## config.mk

```make
export PLATFORM = sky130hd
export DESIGN_NAME = fdpe_pipe
export DESIGN_NICKNAME = d
export VERILOG_FILES = /design/src/rtl/fdpe_pipe.sv
export SDC_FILE = /design/constraint.sdc
export NUM_CORES = 1
export LEC_CHECK = 0
export CAP_MARGIN = 10
export CORE_MARGIN = 2
export CORE_UTILIZATION = 40
export DETAILED_ROUTE_END_ITERATION = 8
export HOLD_SLACK_MARGIN = 0.02
export PLACE_DENSITY = 0.7
export REMOVE_ABC_BUFFERS = 1
export SLEW_MARGIN = 5
export SYNTH_ARGS = -nofsm -noshare
export SYNTH_HDL_FRONTEND = slang
export SYNTH_SLANG_ARGS = --single-unit
```

## constraint.sdc

```tcl
create_clock -name C -period 1.4 [get_ports C]
set_input_delay 0.28 -clock C [delete_from_list [all_inputs] [get_ports C]]
set_output_delay 0.28 -clock C [all_outputs]
set_load 0.02 [all_outputs]
```

## src/rtl/fdpe_pipe.sv

```systemverilog
// fdpe_pipe: WIDTH x DEPTH register pipeline that replaces chains of FDPE/FDRE flops.
// Optional occupancy count output OCC is enabled by defining FDPE_PIPE_OCC_EN.
module fdpe_pipe #(
  parameter int               WIDTH     = 8,
  parameter int               DEPTH     = 3,
  parameter logic [WIDTH-1:0] INIT      = {WIDTH{1'b0}},
  parameter logic [WIDTH-1:0] RST_VAL   = {WIDTH{1'b0}},
  parameter int               GATE_DATA = 0
) (
  input  logic             C,
  input  logic             RST_N,
  input  logic             CE,
  input  logic             FLUSH,
  input  logic             VLD_I,
  input  logic [WIDTH-1:0] D,
  input  logic [WIDTH-1:0] SET,
  output logic [WIDTH-1:0] Q,
  output logic             VLD_O,
  output logic             BUSY
`ifdef FDPE_PIPE_OCC_EN
  , output logic [$clog2(DEPTH+1)-1:0] OCC
`endif
);

  if (WIDTH < 1 || WIDTH > 64) begin : g_bad_width
    $error("fdpe_pipe: WIDTH %0d outside 1..64", WIDTH);
  end
  if (DEPTH < 1 || DEPTH > 16) begin : g_bad_depth
    $error("fdpe_pipe: DEPTH %0d outside 1..16", DEPTH);
  end

  // Declaration initialisers model the primitive's power-up value before any reset.
  logic [DEPTH-1:0][WIDTH-1:0] r_s = {DEPTH{INIT}};
  logic [DEPTH-1:0]            r_v = '0;

  always_ff @(posedge C or negedge RST_N) begin
    if (!RST_N) begin
      r_s <= {DEPTH{RST_VAL}};
      r_v <= '0;
    end else begin
      // With gating, a stage only captures when the valid bit travelling with it is set.
      if (CE) begin
        if ((GATE_DATA == 0) || VLD_I) begin
          r_s[0] <= D | SET;
        end
        for (int k = 1; k < DEPTH; k++) begin
          if ((GATE_DATA == 0) || r_v[k-1]) begin
            r_s[k] <= r_s[k-1];
          end
        end
      end
      if (FLUSH) begin
        r_v <= '0;
      end else if (CE) begin
        r_v[0] <= VLD_I;
        for (int k = 1; k < DEPTH; k++) begin
          r_v[k] <= r_v[k-1];
        end
      end
    end
  end

  assign Q     = r_s[DEPTH-1];
  assign VLD_O = r_v[DEPTH-1];
  assign BUSY  = |r_v;

`ifdef FDPE_PIPE_OCC_EN
  localparam int OW = $clog2(DEPTH+1);
  logic [OW-1:0] w_occ;

  always_comb begin
    w_occ = '0;
    for (int k = 0; k < DEPTH; k++) begin
      w_occ = w_occ + OW'(r_v[k]);
    end
  end

  assign OCC = w_occ;
`endif

endmodule

```

== Word-level counts from Yosys, hierarchy flattened ==
Cells that the tools add are included.
Cells by class
  mux-type cells: 2
  bitwise logic cells: 1
  reduce and logical (&&, ||, !) cells: 2
Operators by type and width (number)
  OR 8 bit: 1
  2-to-1 mux 3 bit: 2
  OR reduction 3 bit: 1
  nonzero test 2 bit: 1
Storage, ports and cells
  bits in registers: 27
  bits of input ports: 21
  logic and storage cells: 9

== Logic depth before layout (Yosys ltp) ==
  depth after elaboration: 2
  gate-level depth with buffers: 4
  gate-level depth less buffers: 2

== Worst setup path before layout ==
No wires, ideal clock.
  path kind: register to output
  start point: reg r_v[2]
  end point: out BUSY
  arrival: 866 ps
  path slack: 254 ps
  cell stages (with the launch flop): 2
  cells stage by stage: dfrtp_1 or3_1
On the way
  longest elaborated chain between the ends: 1
RTL lines
  from (decl): RTL line 34  | logic [DEPTH-1:0] r_v = '0;
  from (signal, indexed assignment): RTL line 57  | r_v[k] <= r_v[k-1];
  OR reduction 3 bit: RTL line 65  | assign BUSY = |r_v;
  to (decl): RTL line 19  | output logic BUSY
No other way between the ends.

== Final worst setup path ==
  start point: reg r_v[1]
  end point: out BUSY
Same word-level chain as after synthesis.

==> metrics.cfg <==
[die]
dieArea_sq_um=3330
die_y_um=57.7
io_pins=31
rows=19
initial_utilization_pct=41.9
dieWidth_um=57.7
core_area_sq_um=2760

[sta]
period_needed_ns=1.52
hold_viol=0
clock_skew_ns=0.00582
holdWs_ns=0.318
max_freq_mhz=657
worstMarginPinSlew_ns=0.327
timing.slew.headroom_pct=78.2
drv_slew=0
tns_ns=-0.121
report.final.setup_viol=1
rsz0062_at_grt=yes
setup_slack_ns=-0.121
min_period_over_period_pct=109

[yosys]
synth_common_cells=dfrtp_1, nor2_1, mux2_4
synth_area_sq_um=1150
yosysTopAreaCell=dfrtp_1
synth_edf_count=0
syn_inst=86
ys_ff_latch=27
yosysUniqueCellTypes=10
synth_warnings=0
ys_top_cells_by_area=dfrtp_1, mux2_4, nor2_1, buf_4, mux2_2
synthFlopType=dfrtp_1
netlist.area_leader.share_pct=58.5
synth-seq-area-share_pct=58.5
async_flop_share_pct=100
synth_most_common_cell=dfrtp_1
avgSynthCellArea_sq_um=13.4

[critical_path]
endpoint_kind=output port
path_max_fanout=3
ff2ff_setup_slack_ns=0.54
crit_required_ns=1.12
critPathLaunchType=flop
critPathKind=flop to output port
reg2regPathDepth=3
arrival_ns=1.24

[placement]
dp.cells=140
hpwl_mm=1.21
place_congestion=0.607
placed_area_sq_um=1430
place_ws_ns=-0.156
port_buffers=30

[cts]
cts_buffers=3
cts_tree=yes
clock-sinks=27
cts_htree_levels=1
cts.reportedPaths.clkPinSlew_ns=0.14
cts.path.max_buffers=2
root_buffer=clkbuf_4
worstSkewPairLatency_ns=0.31

[layout]
final_nets=136
nFillCells=251
diodes=0
area_growth_pct=26.2
drive_gt1_share_pct=24.6
final_cells=145
stdcell_area_sq_um=1460
finish.utilization_pct=52.9

[pwr]
ir_drop_v=0.000666
leakage_nw=0.625
finalPower_mw=1.55
p_per_area_nw_per_um2=1060

[run_status]
status=finished with violations
violations=setup timing

[worst_hold_path]
hp-class=input pin to async pin

[routing]
drc=0
routed_wl_mm=1.60
drt_iter0_markers=1
ant_nets=0
wl_per_cell_um=11.1
viasPerCell=4.60
drtPass1Iterations=3
num_vias=667

[global_routing]
grtUsageTotal_pct=11.1
grt_pass1_vias=675
antenna_found_initial=0
grt_max_degree=28
grt_pass1_wl_mm=2.91
overflow=0

[job]
cap_violations=0

## layout by cell type, fill, tap and decap left out, types with 3 or more instances in the layout
cell type	Yosys	routed
dfrtp_1	27	27
clkdlybuf4s50_1	0	20
nor2_1	19	19
mux2_4	11	11
a21oi_1	8	8
dlygate4sd2_1	0	8
mux2_2	5	5
buf_4	9	5
mux2i_1	3	3
clkbuf_4	0	3
## flip-flops by register name, summed over array words and instances (netlist names)
name and flops:
r_v 3, r_s 16, Q 8
## path summary, 6_finish.rpt
path / start / end
max: r_v[1] / BUSY
min: RST_N / r_s[0]
max reg2reg: r_v[1] / r_v[2]
min reg2reg: Q[7] / Q[7]
max in group asynchronous: RST_N / Q[4]
min in group C: Q[7] / Q[7]
## power by group
part           total [mW]  switching, mW  internal [mW]
Sequential          0.908         0.0442          0.864
Combinational       0.326          0.135          0.191
Clock               0.316          0.207          0.109
## critical path, stage by stage, from the launching register on
cell	delay, ns
dfrtp_1	0.42
or3_1	0.37
buf_6	0.14
## timing repair
item / in CTS / in global routing
setup endpoints to repair: 10 / 2
pin swaps: 0 / 1
resized for setup: 15 / 3
hold buffers: 0 / 0
buffers inserted: 0 / 1
## cell type report
cell class	count	area, sq um	area share [%]
Clock buffer	3	22.5	1.55
Timing Repair Buffer	36	344	23.6
Sequential cell	27	676	46.4
Clock inverter	1	7.51	0.515
Tap cell	31	38.8	2.66
Multi-Input combinational cell	47	369	25.3
## logic make-up after synthesis
family | count (synthesis) | share of synthesized area (%)
AOI/OAI and AO/OA | 8 | 3.47
muxes | 19 | 21.8
buffers and inverters | 12 | 9.53
DFF | 27 | 58.5
and+or+nand+nor | 20 | 6.72
## metal layers
layer | part of all wire [%] | track usage (%) | wire (um)
met2 | 47 | 17.2 | 754
met1 | 45 | 15.4 | 726
met4 | 0 | 3.99 | 0
met3 | 7.6 | 2.46 | 122
met5 | 0 | 0 | 0
Power figures use the tool's default switching activity.
